[config.mk]
export PLATFORM = sky130hd
export DESIGN_NAME = fetch_pc_unit
export DESIGN_NICKNAME = d
export VERILOG_FILES = /design/src/rtl/fetch_pc_unit.sv
export SDC_FILE = /design/constraint.sdc
export NUM_CORES = 1
export LEC_CHECK = 0
export BUFFER_PORTS_ARGS = -buffer_cell sky130_fd_sc_hd__buf_4
export CAP_MARGIN = 20
export CORE_UTILIZATION = 42
export DETAILED_ROUTE_END_ITERATION = 10
export PLACE_DENSITY = 0.77
export SLEW_MARGIN = 20
export SYNTH_ARGS = -nofsm -noshare
export SYNTH_HDL_FRONTEND = slang
export SYNTH_SLANG_ARGS = --single-unit
[constraint.sdc]
create_clock -name CLK -period 2 [get_ports CLK]
set_input_delay 0.2 -clock CLK [delete_from_list [all_inputs] [get_ports CLK]]
set_output_delay 0.2 -clock CLK [all_outputs]
set_load 0.05 [all_outputs]
[src/rtl/fetch_pc_unit.sv]
// fetch_pc_unit: program counter and instruction-fetch stage.
// Holds the architectural PC and fetches from instruction memory with a
// request/acknowledge handshake. It captures the returned word for decode,
// flags fetch timeouts and misaligned next-PC values, and counts retired
// instructions.
//
// Handshake: IMemReq is high in every FETCH cycle, and IMemAddr stays stable
// for that whole interval. A fetch completes on the first cycle in which
// IMemAck is sampled high while in FETCH. An IMemAck seen in any other state
// is dropped. Advance is a one-cycle retire strobe, and it only takes effect
// while InstrValid is high.
module fetch_pc_unit #(
    parameter logic [63:0] RESET_PC = 64'h0,
    parameter int          MAX_WAIT = 15
) (
    input  logic        CLK,
    input  logic        ResetL,
    input  logic [63:0] NextPC,
    input  logic        Advance,
    output logic        IMemReq,
    output logic [63:0] IMemAddr,
    input  logic        IMemAck,
    input  logic [31:0] IMemData,
    output logic [63:0] CurrentPC,
    output logic [31:0] Instruction,
    output logic        InstrValid,
    output logic        FetchError,
    output logic [31:0] InstrCount,
    output logic [1:0]  dbg_state
);

    localparam logic [1:0] IDLE  = 2'd0;
    localparam logic [1:0] FETCH = 2'd1;
    localparam logic [1:0] VALID = 2'd2;
    localparam logic [1:0] ERROR = 2'd3;

    // The last FETCH cycle that may still receive an ack before a timeout.
    localparam logic [7:0] WAIT_LIMIT = 8'(MAX_WAIT - 1);

    logic [1:0]  state;
    logic [7:0]  wait_cnt;
    logic [63:0] pc;
    logic [31:0] instr;
    logic [31:0] count;

    // FSM: sequence IDLE -> FETCH <-> VALID, with ERROR as a sticky sink.
    always_ff @(posedge CLK or negedge ResetL) begin
        if (!ResetL) begin
            state <= IDLE;
        end else begin
            case (state)
                IDLE:  state <= FETCH;
                FETCH: begin
                    // An ack in the limit cycle wins over the timeout.
                    if (IMemAck)
                        state <= VALID;
                    else if (wait_cnt == WAIT_LIMIT)
                        state <= ERROR;
                end
                VALID: begin
                    if (Advance)
                        state <= (NextPC[1:0] == 2'b00) ? FETCH : ERROR;
                end
                default: state <= ERROR;
            endcase
        end
    end

    // Wait counter: counts FETCH cycles that pass without an ack. It is
    // cleared on a completed fetch, so each new fetch starts from zero.
    always_ff @(posedge CLK or negedge ResetL) begin
        if (!ResetL) begin
            wait_cnt <= 8'd0;
        end else if (state == FETCH) begin
            if (IMemAck)
                wait_cnt <= 8'd0;
            else if (wait_cnt != WAIT_LIMIT)
                wait_cnt <= wait_cnt + 8'd1;
        end
    end

    // Instruction capture: only the ack received during FETCH is used.
    always_ff @(posedge CLK or negedge ResetL) begin
        if (!ResetL)
            instr <= 32'd0;
        else if (state == FETCH && IMemAck)
            instr <= IMemData;
    end

    // PC and retire counter. A misaligned NextPC is still loaded so that it
    // can be inspected after the error, but it does not count as a retire.
    always_ff @(posedge CLK or negedge ResetL) begin
        if (!ResetL) begin
            pc    <= RESET_PC;
            count <= 32'd0;
        end else if (state == VALID && Advance) begin
            pc <= NextPC;
            if (NextPC[1:0] == 2'b00)
                count <= count + 32'd1;
        end
    end

    // Outputs are decoded from registered state only.
    assign IMemReq     = (state == FETCH);
    assign IMemAddr    = pc;
    assign CurrentPC   = pc;
    assign Instruction = instr;
    assign InstrValid  = (state == VALID);
    assign FetchError  = (state == ERROR);
    assign InstrCount  = count;
    assign dbg_state   = state;

endmodule

==> qor.yml, run 1 <==
status:
  status: "completed"
clocking:
  ctsHtreeMaxLevel: 4
  cts.clk_slew.worst_paths_ns: 0.06
  insertion_delay_ns: 0.41
  cts_setup_buffers: 0
  cts-root-buf: "clkbuf_16"
  cts_resized: 0
  clock_sinks: 138
  cts_buffer_depth: 2
  cts_buffers: 17
  cts_tree: "yes"
sta:
  relSlewSlack_pct: 61.9
  drv_slew: 0
  setup_violations: 0
  worst_pin_slew_ns: 0.571
  period_share_pct: 95.4
  fmax_mhz: 524
  final.min_clock_period_ns: 1.91
  finalHoldViolCount: 0
  setup_tns_ns: 0
  whs_ns: 0.0229
  skew_ns: 0.00508
  rsz0062_at_grt: "false"
placement:
  placed_cell_area_um2: 8100
  dp_hpwl_mm: 11.4
  numPortBuffers: 296
  place_congestion: 0.843
critical_path:
  max_stage_delay_ns: 0.47
  end_kind: "flop"
  crit_chain: "inv_1, ha_1, or4b_4, o31ai_2, buf_4, nor3_2, a211o_1"
  required_ns: 2.28
  cp_num_buf_inv: 2
  cp-start-kind: "flop"
  arrival_ns: 2.19
  critPathKind: "reg -> reg"
  cp.depth: 7
  cp_max_fo: 9
  reg2regPathDepth: 7
  cpMaxStageDelayCell: "or4b_4"
  critPathTopFamily: "simple AND/OR/NAND/NOR gates"
floorplan:
  num_rows: 43
  die_area_um2: 14900
  core-area_um2: 14000
  io_pins: 297
  die_x_um: 122
  start_util_pct: 43.3
  die_h_um: 122
finish:
  syn2layout_area_growth_pct: 44.2
  post-route-util_pct: 62.4
  design_area_um2: 8730
  diodes: 0
  nets: 805
  fillers: 1099
  drive_gt1_share_pct: 63.0
detailed_routing:
  drt-pass1-iter-count: 4
  routed_wl_mm: 14.8
  drc: 0
  ant_nets: 0
  num_vias: 4388
  drt_first_iter_violations: 141
  viasPerCell: 4.91
  wl_per_cell_um: 16.6
power_and_ir_drop:
  vdd_drop_max_mv: 0.624
  fin_total_pwr_mw: 9.69
  leakagePower_nw: 4.51
  powerDensity_nw_per_um2: 1110
logic_synthesis:
  synth_area_um2: 6050
  synth_cell_types: 38
  yosys_most_used_dff: "dfrtp_1"
  syn_nets: 557
  synth_edf_count: 0
  syn_area_per_cell_um2: 13.3
  synth_seq_area_share_pct: 57.1
  ys_ff_latch: 138
  synth_warnings: 0
  netlist_instances: 454
  synth-async-reset-ratio_pct: 100
global_route:
  grt_usage_pct: 19.8
  antenna_found_initial: 0
  grt_pass1_wl_mm: 22.2
  grt-ovfl-total: 0
  grt_pass1_vias: 4404
  grt_start_max_net_pins: 57
min_path:
  whs_path_depth: 2
  min_path_type: "in -> reg"
job:
  drv_cap: 0
[synth_stat cells, types with 3 or more instances]
master / instances / share of area (%)
dfrtp_1: 138 / 57
xnor2_1: 30 / 4.3
clkbuf_1: 4 / 0.25
ha_1: 3 / 0.62
nand3_1: 16 / 1.3
buf_2: 11 / 0.91
nand2_1: 20 / 1.2
buf_4: 65 / 8.1
inv_1: 4 / 0.25
nor2_1: 6 / 0.37
o21ai_0: 5 / 0.41
nand4_1: 12 / 1.2
mux2_2: 97 / 18
and3_1: 7 / 0.72
xor2_1: 3 / 0.43
and4_1: 5 / 0.72
[layout make-up]
type	count	area, µm²	area share [%]
flip-flops and latches	138	3460	39.6
repair buffers	309	2380	27.2
multi-input cells	232	2030	23.3
clock buffers	24	502	5.75
well taps	180	225	2.58
clock inverters	7	113	1.29
inverters	4	18.8	0.215
[worst reg2reg max path: cells and delay by family, from the launching register on]
| kind | cells | cell delay (ns) |
|---|---|---|
| simple gates | 2 | 0.53 |
| compound gates | 2 | 0.50 |
| flops | 1 | 0.37 |
| buf+inv | 2 | 0.27 |
| fa+ha+maj | 1 | 0.13 |
[report_power, final]
part,internal (mW),switching [mW]
Combinational,0.973,2.15
Clock,2.12,1.10
Sequential,3.10,0.246
[worst paths after layout]
kind | startpoint | to | slack, ns
worst max-delay path | wait_cnt[0] | wait_cnt[3] | 0.09
max in group asynchronous | ResetL | CurrentPC[16] | 1.07
worst min-delay path | NextPC[10] | CurrentPC[10] | 0.02
worst min register to register | InstrCount[31] | InstrCount[31] | 0.49
worst max register to register | wait_cnt[0] | wait_cnt[3] | 0.09
min in group asynchronous | ResetL | Instruction[20] | 0.30
[kinds of logic (layout without fill, tap and decap cells)]
family / count (synthesis) / count (layout) / synth area share, %
buffers and inverters: 84 / 344 / 9.47
and+or+nand+nor: 85 / 85 / 8.23
muxes: 97 / 97 / 18.1
xor gates and xnor gates: 33 / 33 / 4.78
AOI/OAI and AO/OA: 14 / 14 / 1.78
adders and majority gates: 3 / 3 / 0.620
DFF: 138 / 138 / 57.1
[layout by cell type, fill, tap and decap left out, types with 2 or more instances in the layout]
cell and instances:
buf_4 303, dfrtp_1 134, mux2_2 97, xnor2_1 30
nand2_1 20, clkbuf_16 17, nand3_1 16, nand4_1 12
and3_1 7, nor2_1 6, and4_1 5, o21ai_0 5
clkbuf_8 5, dfrtp_2 4, buf_12 4, inv_1 3
xor2_1 3, ha_1 3, bufinv_16 3, clkinv_2 3
clkinvlp_4 2, and2_1 2, nor4_2 2, nand4b_1 2
nor3b_1 2, a21o_1 2, nor3_1 2, clkbuf_1 2
[per-stage QoR]
step                      std cells  setup WS [ns]
after global routing            894        0.00968
after CTS                       894         0.0860
after global placement          862          0.159
after detailed placement        862          0.104
final                           894         0.0922
after floorplan                 454         0.0129
[sequential cells by signal, summed over array words and instances, names as in the netlist]
| name | flops |
|---|---|
| dbg_state | 2 |
| CurrentPC | 64 |
| wait_cnt | 8 |
| InstrCount | 32 |
| Instruction | 32 |
[timing repair]
item | CTS | global route
hold buffers | 1 | 0
endpoints found under the setup margin | 0 | 0
hold endpoints to repair | 36 | 0
[routing by layer]
layer / track usage, % / wire length [µm] / up-vias
li1: - / - / 2005
met1: 21.9 / 5490 / 2159
met2: 35.5 / 8020 / 196
met3: 4.82 / 967 / 28
met4: 9.18 / 368 / 0
met5: 0 / 0 / -
Power figures use the tool's default switching activity.
==> run 2, diff against run 1 <==
--- a/config.mk
+++ b/config.mk
@@ -7,6 +7,7 @@
 export LEC_CHECK = 0
 export BUFFER_PORTS_ARGS = -buffer_cell sky130_fd_sc_hd__buf_4
 export CAP_MARGIN = 20
+export CORE_ASPECT_RATIO = 1.4
 export CORE_UTILIZATION = 42
 export DETAILED_ROUTE_END_ITERATION = 10
 export PLACE_DENSITY = 0.77
==> qor.yml, run 2 (synthesis gave the netlist of run 1 again) <==
floorplan:
  die_area_um2: 14900
  num_rows: 51
  die_x_um: 103
  die_h_um: 144
  io_pins: 297
  core-area_um2: 14000
  start_util_pct: 43.3
clocking:
  cts-root-buf: "clkbuf_16"
  ctsHtreeMaxLevel: 4
  cts.clk_slew.worst_paths_ns: 0.06
  cts_buffer_depth: 2
  cts_tree: "yes"
  clock_sinks: 138
  insertion_delay_ns: 0.41
  cts_resized: 0
  cts_buffers: 17
critical_path:
  cp-start-kind: "flop"
  r2r-start: "wait_cnt[0]"
  critPathKind: "reg -> reg"
  cp_num_buf_inv: 2
  crit_chain: "inv_1, ha_1, or4b_4, o31ai_2, buf_4, nor3_2, a211o_1"
  max_stage_delay_ns: 0.47
  reg2regPathDepth: 7
  cpMaxStageDelayCell: "or4b_4"
  arrival_ns: 2.23
  end_kind: "flop"
  timing.rr.end: "wait_cnt[3]"
  critPathTopFamily: "simple AND/OR/NAND/NOR gates"
  cp_max_fo: 9
  required_ns: 2.30
  rrSetupSlack_ns: 0.07
power_and_ir_drop:
  seqPwrFrac_pct: 34.4
  leakagePower_nw: 4.50
  powerDensity_nw_per_um2: 1110
  comb_power_share_pct: 32.2
  p_clk_share_pct: 33.4
  p_sw_share_pct: 37.2
  vdd_drop_max_mv: 0.592
  intPower_mw: 6.11
  power.switching_mw: 3.61
finish:
  layout.cells.most_common_list: "buf_4 (303), dfrtp_1 (134), mux2_2 (97)"
  drive_gt1_share_pct: 63.3
  nets: 805
  diodes: 0
  syn2layout_area_growth_pct: 44.4
  layout_commonest_cell: "buf_4"
  final-instance-count-excl-fill: 899
  largest_register_ffs: 64
sta:
  skew_ns: 0.00984
  final.min_clock_period_ns: 1.93
  relSlewSlack_pct: 63.5
  timing.final.ws_setup_ns: 0.0687
  period_share_pct: 96.6
  fmax_mhz: 518
  drv_slew: 0
  setup_violations: 0
  whs_ns: 0.0195
  setup_tns_ns: 0
  rsz0062_at_grt: "false"
  finalHoldViolCount: 0
  worst_pin_slew_ns: 0.547
min_path:
  hold_start: "NextPC[38]"
  min_path_type: "in -> reg"
  min_to: "CurrentPC[38]"
  whs_path_depth: 2
global_route:
  grt_usage_pct: 20.0
  grt_pass1_vias: 4416
  grt_pass1_wl_mm: 22.1
  grt-ovfl-total: 0
  antenna_found_initial: 0
  grt_start_max_net_pins: 72
detailed_routing:
  drc: 0
  ant_nets: 0
  num_vias: 4383
  drt_first_iter_violations: 111
  wl_per_cell_um: 16.8
  routed_wl_mm: 15.1
  viasPerCell: 4.88
  drt-pass1-iter-count: 4
status:
  status: "completed"
placement:
  numPortBuffers: 296
  dp_hpwl_mm: 11.6
  detailedPlace.worstSlack_ns: 0.0725
  place_congestion: 0.772
  dpl.cell_count: 865
job:
  drv_cap: 0
[run 2: how the worst max path moves through the flow]
stage,end,cells past startpoint,startpoint
after floorplan,InstrCount[24],6,InstrCount[0]
after global routing,wait_cnt[3],7,wait_cnt[0]
after CTS,wait_cnt[3],7,wait_cnt[0]
final,wait_cnt[3],7,wait_cnt[0]
after global placement,wait_cnt[3],7,wait_cnt[0]
after detailed placement,wait_cnt[3],6,wait_cnt[1]
[run 2: layer usage]
layer  part of all wire, %  track usage (%)  up-vias
met5                     0                0        -
met4                   2.5             8.45        0
met3                   8.0             6.28       31
met2                    54             35.5      213
met1                    36             21.7     2129
li1                      -                -     2010
[run 2: worst register-to-register path, cell delays in order (launching register included)]
cell and delay, ns:
dfrtp_1 0.37, inv_1 0.07, ha_1 0.13, or4b_4 0.47, o31ai_2 0.25, buf_4 0.21
nor3_2 0.05, a211o_1 0.26
[run 2: final cells by class]
| class | count | area, µm² |
|---|---|---|
| Tap cell | 185 | 231 |
| Clock buffer | 19 | 453 |
| Multi-Input combinational cell | 232 | 2030 |
| Inverter | 4 | 18.8 |
| Fill cell | 1096 | 5240 |
| Sequential cell | 138 | 3460 |
| Timing Repair Buffer | 309 | 2380 |
| Clock inverter | 12 | 163 |
[run 2: power by group through the flow]
stage / combinational (mW) / sequential (mW) / clock (mW)
2_1_floorplan: 1.29 / 4.37 / 0
6_report: 3.13 / 3.34 / 3.25
3_5_place_dp: 3.15 / 3.39 / 0
5_1_grt: 3.26 / 3.39 / 3.43
4_1_cts: 3.15 / 3.35 / 3.31
3_3_place_gp: 3.13 / 3.37 / 0
[run 2: what timing repair did]
item                       4_1_cts  5_1_grt
buffers inserted                 0        2
hold endpoints to repair       138        0
setup endpoints to repair        0        1
hold buffers                     1        0
[run 2: stage by stage]
stage	area [µm²]	util, %	total power, mW
2_1_floorplan	6070	-	5.66
3_3_place_gp	8090	57.9	6.49
3_5_place_dp	8090	57.9	6.54
4_1_cts	8720	62.4	9.81
5_1_grt	8730	62.5	10.1
6_report	8730	62.5	9.72
